==> src/rtl/fetch_decode_stage.sv <==
// ---------------------------------------------------------------------------
// fetch_decode_stage
//   Instruction fetch unit and IF/ID pipeline register for the RV32I core.
//   Owns the PC and keeps at most one word fetch outstanding to instruction
//   memory. Presents {pc, pc+4, instruction} to decode. Supports a hazard
//   stall (IF/ID held, next word parked in a one-entry hold buffer) and a
//   branch/jump redirect from EX that flushes IF/ID and refetches.
//
// Ports
//   clk, rst_n            clock, synchronous active-low reset
//   imem_req/imem_addr    fetch request and word-aligned byte address
//   imem_gnt              memory accepts the request this cycle
//   imem_rvalid/rdata     fetch response
//   stall_i               hold IF/ID contents
//   redirect_i/_pc_i      flush and refetch from redirect_pc_i (bits [1:0] ignored)
//   ifid_valid/pc/pc4/instr  IF/ID register outputs to decode
//
// state | meaning
// ------+----------------------------------------------------------------
// IDLE  | one bubble after reset
// FETCH | request presented at pc, waiting for imem_gnt
// WAIT  | request granted, waiting for imem_rvalid
// HOLD  | response parked in hold buffer while decode is stalled
// DRAIN | one stale response still to arrive; it is discarded
// ---------------------------------------------------------------------------
module fetch_decode_stage #(
  parameter logic [31:0] RESET_PC  = 32'h0000_0000,
  parameter logic [31:0] NOP_INSTR = 32'h0000_0013,
  parameter logic [31:0] PC_STEP   = 32'd4
) (
  input  logic        clk,
  input  logic        rst_n,
  output logic        imem_req,
  output logic [31:0] imem_addr,
  input  logic        imem_gnt,
  input  logic        imem_rvalid,
  input  logic [31:0] imem_rdata,
  input  logic        stall_i,
  input  logic        redirect_i,
  input  logic [31:0] redirect_pc_i,
  output logic        ifid_valid,
  output logic [31:0] ifid_pc,
  output logic [31:0] ifid_pc4,
  output logic [31:0] ifid_instr
);

  typedef enum logic [2:0] {
    S_IDLE,
    S_FETCH,
    S_WAIT,
    S_HOLD,
    S_DRAIN
  } state_t;

  state_t      state_q, state_d;
  logic [31:0] pc_q;
  logic [31:0] fetch_pc_q;   // address of the word currently in flight
  logic [31:0] hold_pc_q;
  logic [31:0] hold_instr_q;
  logic [31:0] redirect_target;

  logic        pc_adv;
  logic        load_rsp;     // response goes straight into IF/ID
  logic        load_hold;    // hold buffer goes into IF/ID
  logic        capture_hold; // response parked in hold buffer

  assign redirect_target = redirect_pc_i & ~32'h3;
  assign imem_addr       = pc_q;

  always_ff @(posedge clk) begin
    if (!rst_n) begin
      state_q <= S_IDLE;
    end else begin
      state_q <= state_d;
    end
  end

  always_comb begin
    state_d      = state_q;
    imem_req     = 1'b0;
    pc_adv       = 1'b0;
    load_rsp     = 1'b0;
    load_hold    = 1'b0;
    capture_hold = 1'b0;
    case (state_q)
      S_IDLE: begin
        state_d = S_FETCH;
      end
      S_FETCH: begin
        imem_req = 1'b1;
        if (imem_gnt) begin
          pc_adv  = 1'b1;
          // a granted request cannot be recalled, so its response must be drained
          state_d = redirect_i ? S_DRAIN : S_WAIT;
        end
      end
      S_WAIT: begin
        if (imem_rvalid) begin
          if (redirect_i) begin
            state_d = S_FETCH;
          end else if (stall_i) begin
            capture_hold = 1'b1;
            state_d      = S_HOLD;
          end else begin
            load_rsp = 1'b1;
            state_d  = S_FETCH;
          end
        end else if (redirect_i) begin
          state_d = S_DRAIN;
        end
      end
      S_HOLD: begin
        if (redirect_i) begin
          state_d = S_FETCH;
        end else if (!stall_i) begin
          load_hold = 1'b1;
          state_d   = S_FETCH;
        end
      end
      S_DRAIN: begin
        // the awaited stale response is dropped; a redirect here only moves pc
        if (imem_rvalid) begin
          state_d = S_FETCH;
        end
      end
      default: begin
        state_d = S_IDLE;
      end
    endcase
  end

  always_ff @(posedge clk) begin
    if (!rst_n) begin
      pc_q       <= RESET_PC;
      fetch_pc_q <= RESET_PC;
    end else begin
      if (pc_adv) begin
        fetch_pc_q <= pc_q;
      end
      if (redirect_i) begin
        pc_q <= redirect_target;
      end else if (pc_adv) begin
        pc_q <= pc_q + PC_STEP;
      end
    end
  end

  always_ff @(posedge clk) begin
    if (!rst_n) begin
      hold_pc_q    <= 32'h0;
      hold_instr_q <= NOP_INSTR;
    end else if (redirect_i || load_hold) begin
      hold_pc_q    <= 32'h0;
      hold_instr_q <= NOP_INSTR;
    end else if (capture_hold) begin
      hold_pc_q    <= fetch_pc_q;
      hold_instr_q <= imem_rdata;
    end
  end

  // IF/ID: each loaded instruction is offered to decode for one unstalled
  // cycle; with nothing new to load the stage falls back to a NOP bubble.
  always_ff @(posedge clk) begin
    if (!rst_n) begin
      ifid_valid <= 1'b0;
      ifid_pc    <= 32'h0;
      ifid_pc4   <= PC_STEP;
      ifid_instr <= NOP_INSTR;
    end else if (redirect_i) begin
      ifid_valid <= 1'b0;
      ifid_instr <= NOP_INSTR;
    end else if (load_rsp) begin
      ifid_valid <= 1'b1;
      ifid_pc    <= fetch_pc_q;
      ifid_pc4   <= fetch_pc_q + PC_STEP;
      ifid_instr <= imem_rdata;
    end else if (load_hold) begin
      ifid_valid <= 1'b1;
      ifid_pc    <= hold_pc_q;
      ifid_pc4   <= hold_pc_q + PC_STEP;
      ifid_instr <= hold_instr_q;
    end else if (!stall_i) begin
      ifid_valid <= 1'b0;
      ifid_instr <= NOP_INSTR;
    end
  end

  // a response is only legal while one is outstanding
  a_rvalid_expected: assert property (@(posedge clk) disable iff (!rst_n)
    imem_rvalid |-> (state_q == S_WAIT || state_q == S_DRAIN));

endmodule

==> config.mk <==
export PLATFORM = sky130hd
export DESIGN_NAME = fetch_decode_stage
export DESIGN_NICKNAME = d
export VERILOG_FILES = /design/src/rtl/fetch_decode_stage.sv
export SDC_FILE = /design/constraint.sdc
export NUM_CORES = 1
export LEC_CHECK = 0
export ABC_AREA = 1
export CORE_AREA = 4 4 185 115
export CTS_CLUSTER_DIAMETER = 30
export DETAILED_ROUTE_END_ITERATION = 16
export DIE_AREA = 0 0 189 119
export PLACE_DENSITY = 0.79
export SYNTH_ARGS = -nofsm -noshare
export SYNTH_HDL_FRONTEND = slang
export SYNTH_SLANG_ARGS = --single-unit
==> constraint.sdc <==
create_clock -name clk -period 2.4 [get_ports clk]
set_input_delay 0.24 -clock clk [delete_from_list [all_inputs] [get_ports clk]]
set_output_delay 0.24 -clock clk [all_outputs]
set_load 0.02 [all_outputs]
=== Word-level counts from Yosys, hierarchy flattened ===
Index checks and enable logic that the tools add are counted.

* Bits in registers: 228
* Output and inout port bits: 130

* Add/sub/neg operators: 3
* Eq/ne operators: 9
* Multiplexer cells: 34
* Bitwise logic cells: 2
* Reduce and logical (&&, ||, !) cells: 8

{| class="wikitable"
|+ Operators by type and width
! operator !! count
|-
| 32-bit two-way mux || 9
|-
| 32-bit by 3-bit adder with 32-bit output (second input constant) || 3
|-
| 3-bit two-way mux || 7
|-
| 1-bit two-way mux || 15
|-
| 3-bit one-hot mux with 5 select lines || 1
|-
| 3-bit by 2-bit == test with 1-bit output (second input constant) || 2
|-
| 3-bit inequality test (second input constant) || 2
|-
| 2-bit two-way mux || 2
|-
| 2-bit inequality test (second input constant) || 2
|-
| 4-bit AND reduction || 1
|-
| 2-bit nonzero test || 2
|-
| 2-bit OR reduction || 2
|-
| 3-bit by 1-bit == test with 1-bit output (second input constant) || 1
|-
| 3-bit == test (second input constant) || 1
|-
| 3-bit logical NOT || 1
|-
| 3-bit by 1-bit inequality test with 1-bit output (second input constant) || 1
|-
| 1-bit inverter || 2
|-
| 2-bit AND reduction || 1
|-
| 1-bit logical OR || 1
|}

=== Depth between registers and ports, before layout ===
Gate-level depths: netlist of the first run.

* Word-level depth: 6
* Mapped depth: 19
* Depth with buffers taken out: 16

=== Worst setup path before layout of the first run ===
OpenSTA, ideal clock, no wires.

* Path type: input-to-reg
* From: input stall_i
* To: register ifid_pc4[30]
* Setup time: 109 ps
* Arrival: 1960 ps
* Data required time: 2291 ps
* Setup slack: 331 ps
* Cell stages on the path: 18
* Cells stage by stage: buf_4 > clkinv_4 > nand2_4 > nor2_8 > nand2_4 > buf_6 > buf_4 > o21ai_2 > ha_1 > nand3_1 > inv_2 > nand2_2 > nor2_2 > nand2_1 > nand2_1 > nand3_1 > nand2_1 > inv_1

* Longest elaborated chain between the ends: 6
* Elaborated cells between the ends (all ways): 8

{| class="wikitable"
|+ RTL lines
! what !! RTL line !! RTL
|-
| start: declaration || 38 || <nowiki>input logic stall_i,</nowiki>
|-
| 1-bit two-way mux * || 101, 115 ||
|-
| 1-bit two-way mux * || 113 || <nowiki>if (redirect_i) begin</nowiki>
|-
| 1-bit two-way mux || 98 || <nowiki>if (imem_rvalid) begin</nowiki>
|-
| 1-bit two-way mux || 85 || <nowiki>case (state_q)</nowiki>
|-
| 2-bit nonzero test (no source line) || n/a ||
|-
| 2-bit AND reduction (no source line) || n/a ||
|-
| end signal: assignment || 175 || <nowiki>ifid_pc4 <= fetch_pc_q + PC_STEP;</nowiki>
|-
| end signal: assignment || 180 || <nowiki>ifid_pc4 <= hold_pc_q + PC_STEP;</nowiki>
|-
| end: declaration || 43 || <nowiki>output logic [31:0] ifid_pc4,</nowiki>
|}

Mark *: on every way between the ends. The rest lies on a longest branch, timed or not.
A chain may end at the register's enable or synchronous reset.

=== Worst setup path in the final report of the first run ===
* From: register state_q[1]
* To: register ifid_pc4[23]

* Longest elaborated chain between the ends: 4
* Elaborated cells between the ends (all ways): 7

{| class="wikitable"
|+ RTL lines
! what !! RTL line !! RTL
|-
| start: declaration || 55 || <nowiki>state_t state_q, state_d;</nowiki>
|-
| start signal: assignment || 74 || <nowiki>state_q <= state_d;</nowiki>
|-
| 3-bit by 2-bit == test with 1-bit output || 85 ||
|-
| 1-bit two-way mux || 85 ||
|-
| 2-bit nonzero test (no source line) || n/a ||
|-
| 2-bit AND reduction (no source line) || n/a ||
|}

Several ways; a longest one is shown, not always the timed one.

==> results of run 1 <==
## cells by family after synthesis
logic type / synth area share
simple gates: 0.3096
flops: 0.4365
mux: 0.001001
fa+ha+maj: 0.002502
other cells: 0.0003751
compound gates: 0.1439
xor+xnor: 0.02015
buf+inv: 0.08597
## Yosys cell counts
master,count,area share
ha_1,2,0.0025
o21bai_1,3,0.0023
o22ai_1,1,0.00063
buf_6,2,0.0023
nand2_2,5,0.0031
buf_4,11,0.0083
nor4_1,1,0.00063
nand2_1,393,0.15
inv_2,9,0.0034
o21ai_0,133,0.067
nor3_2,2,0.0020
nand2_4,2,0.0023
o21ai_1,2,0.0010
nand3b_1,1,0.00075
nor3_1,11,0.0055
buf_2,14,0.0070
and2_1,1,0.00063
buf_1,1,0.00038
o211ai_1,4,0.0030
xor2_1,19,0.017
a31oi_1,25,0.016
inv_1,111,0.042
nor2_8,1,0.0020
a21oi_1,84,0.042
nand3_1,113,0.057
nand4_1,5,0.0031
clkinv_4,1,0.00088
dfxtp_1,218,0.44
xnor2_1,4,0.0035
nor2_2,7,0.0044
a22oi_1,1,0.00075
mux2i_1,1,0.0010
o31ai_1,1,0.00075
a211oi_1,7,0.0053
nor2_4,5,0.0056
o221ai_1,5,0.0044
clkinv_1,1,0.00038
conb_1,1,0.00038
o21a_1,1,0.00075
nor2_1,201,0.075
o21ai_2,1,0.00088
clkbuf_1,58,0.022
## registers in the layout, indices dropped and copies added (netlist names)
register and cells:
imem_addr 30, hold_pc_q 30, ifid_instr 32, fetch_pc_q 30
ifid_pc 30, ifid_valid 1, state_q 3, ifid_pc4 30
hold_instr_q 32
## per-stage QoR
| stage | cells | hold WS (ps) | utilization |
|---|---|---|---|
| 2_1_floorplan | 1474 | 366.3 | - |
| 3_3_place_gp | 1945 | 440.9 | 0.6442 |
| 3_5_place_dp | 1945 | 457.2 | 0.6442 |
| 4_1_cts | 2006 | 184.9 | 0.7010 |
| 5_1_grt | 2011 | 222.8 | 0.7064 |
| 6_report | 2011 | 191.0 | 0.7064 |
## worst max-delay path by stage
| stage | startpoint | to | slack [ps] | depth (start not counted) |
|---|---|---|---|---|
| after global placement | imem_rvalid | ifid_pc4[20] | -90 | 15 |
| after detailed placement | imem_rvalid | ifid_pc4[20] | -170 | 15 |
| after floorplan | stall_i | ifid_pc4[30] | 330 | 18 |
| after CTS | state_q[0] | imem_addr[15] | 60 | 9 |
| after global routing | state_q[0] | hold_instr_q[2] | -40 | 12 |
| final | state_q[1] | ifid_pc4[23] | 150 | 14 |
## worst reg2reg max path, delay by kind of cell (launching register included)
family	cells	cell delay, ps
AND/OR/NAND/NOR	10	1220
flip-flops	1	390
buffers and inverters	3	390
AO/OA/AOI/OAI	1	120
## power groups by stage
stage                     clock [mW]  sequential (mW)  combinational, mW
after detailed placement           0             4.17               1.58
after global placement             0             4.16               1.55
after CTS                       4.81             4.10               1.60
after global routing            4.97             4.14               1.86
after floorplan                    0             4.22              0.803
final                           4.77             4.11               1.72
## cell type report
type                    count  area share
multi-input cells        1048      0.3481
clock inverters            16     0.01027
inverters                 122     0.03332
well taps                 273     0.02459
flip-flops and latches    218      0.3141
repair buffers            289      0.1996
clock buffers              45     0.07006
## per-layer routing
metal,GRT usage,up-vias
met4,0.05141,0
li1,-,5220
met5,0,-
met3,0.05946,41
met1,0.4161,4801
met2,0.3649,576
## what timing repair did
action                     CTS  global route
setup buffers                0             4
gates resized for setup      0             6
setup endpoints to repair    0            26
==> impl_metrics.json, run 1 <==
{
  "finalClockSkew_ps": 18.30,
  "cap_violations": 0,
  "critPathKind": "reg -> reg",
  "cts_tree": "built",
  "via_per_inst": 5.290,
  "antenna_cells": 0,
  "wl_met1_um": 15130,
  "reg2regPathDepth": 14,
  "grt_pass1_wl_um": 49470,
  "wirelength_um": 31400,
  "min_to": "hold_instr_q[3]",
  "cp.required_ps": 2750,
  "synth_area_um2": 9998,
  "post_drt_wl_per_cell_um": 15.61,
  "end_kind": "register",
  "period_needed_ps": 2254,
  "multiInputGateArea_um2": 4836,
  "synth-seq-cells": 218,
  "antenna_found_initial": 0,
  "cpMostUsedCell": "nand2_1",
  "grt-ovfl-total": 0,
  "syn_avg_cell_area_um2": 6.806,
  "drt_pass1_iterations": 6,
  "area_growth_pct": 38.96,
  "r2r_slack_ps": 150,
  "status": "finished, final reports clean",
  "layout_common_cells": "nand2_1 (392), dfxtp_1 (218), nor2_1 (197)",
  "holdBufCountCts": 0,
  "ir_worst_vdd_v": 0.0005048,
  "period_share": 0.9390,
  "post_dp_cell_area_um2": 12670,
  "hpwl_um": 21680,
  "num_rows": 40,
  "start_kind": "register",
  "top_layer_used": "met4",
  "io_buffers": 191,
  "nNetsFinal": 1786,
  "clk_pin_slew_ps": 50,
  "power_frac_comb": 0.162,
  "grt_setup_unrepaired": "yes",
  "grt_max_degree": 83,
  "max_freq_mhz": 443.7,
  "die_h_um": 119,
  "wl_met2_um": 12280,
  "slew_viol_final": 0,
  "power_mw": 10.60,
  "vias": 10638,
  "crit_buf_inv": 3,
  "clockPowerShare": 0.450,
  "setup_viol_count_final": 0,
  "cts_buffers": 35,
  "layout-drive-gt1-share": 0.1116,
  "internal_power_mw": 7.583,
  "clock_latency_ps": 490,
  "regArea_um2": 4364,
  "final.setup.tns_ps": 0,
  "switching_power_mw": 3.019,
  "fillerInstances": 1641,
  "ant_nets": 0,
  "drc": 0,
  "slowest_delay_ps": 390,
  "post-place-ws_ps": -169.2,
  "hold_viol": 0,
  "holdCritStartpoint": "rst_n",
  "r2r_start": "state_q[1]",
  "synth_cells": 1469,
  "core_area_um2": 19670,
  "path_delay_family": "simple AND/OR/NAND/NOR gates",
  "power.density_nw_per_um2": 763.1,
  "final_common_cell": "nand2_1",
  "die_w_um": 189,
  "ios": 200,
  "crit_chain": "nand2_1 > nor2_4 > buf_12 > buf_12 > clkbuf_16 > nand3_1 > nand2_1 > nand2_1 > nor2_1 > nand2_1 > nor2_4 > a21oi_1 > nor2_1 > nor2_1",
  "dieArea_um2": 22490,
  "swShare": 0.2848,
  "grt_usage": 0.2637,
  "worst_path_max_delay_cell": "dfxtp_1",
  "cts_root_buf": "clkbuf_16",
  "stdcell_area_um2": 13890,
  "clock_path_buffers": 3,
  "p_leak_nw": 6.019,
  "cts_max_level": 2,
  "worstMarginPinSlew_ps": 893.6,
  "dr_wl_met3_um": 3594,
  "drtIter0Drc": 1250,
  "finalWeightedCongestion": 0.8937,
  "relSlewSlack": 0.4034,
  "arrival_ps": 2600,
  "min_delay_path_depth": 5,
  "ys_seq_area_frac": 0.4365,
  "crit_fanout": 14,
  "synth_cell_types": 42,
  "rr_endpoint": "ifid_pc4[23]",
  "seq_power_share": 0.388,
  "yosysWarnings": 0,
  "initial_core_util": 0.5083,
  "worstHoldPathType": "in -> reg",
  "first_global_vias": 9568,
  "numClockSinks": 218,
  "worst_slack_ps": 146.4
}
Note: power is estimated with default switching activity, not from simulation.
==> run 2, diff against run 1 <==
--- a/config.mk
+++ b/config.mk
@@ -6,6 +6,7 @@
 export NUM_CORES = 1
 export LEC_CHECK = 0
 export ABC_AREA = 1
+export ABC_CLOCK_PERIOD_IN_PS = 2400
 export CORE_AREA = 4 4 185 115
 export CTS_CLUSTER_DIAMETER = 30
 export DETAILED_ROUTE_END_ITERATION = 16
==> results of run 2 <==
Final layout, timing and power as in run 1 (identical DEF).
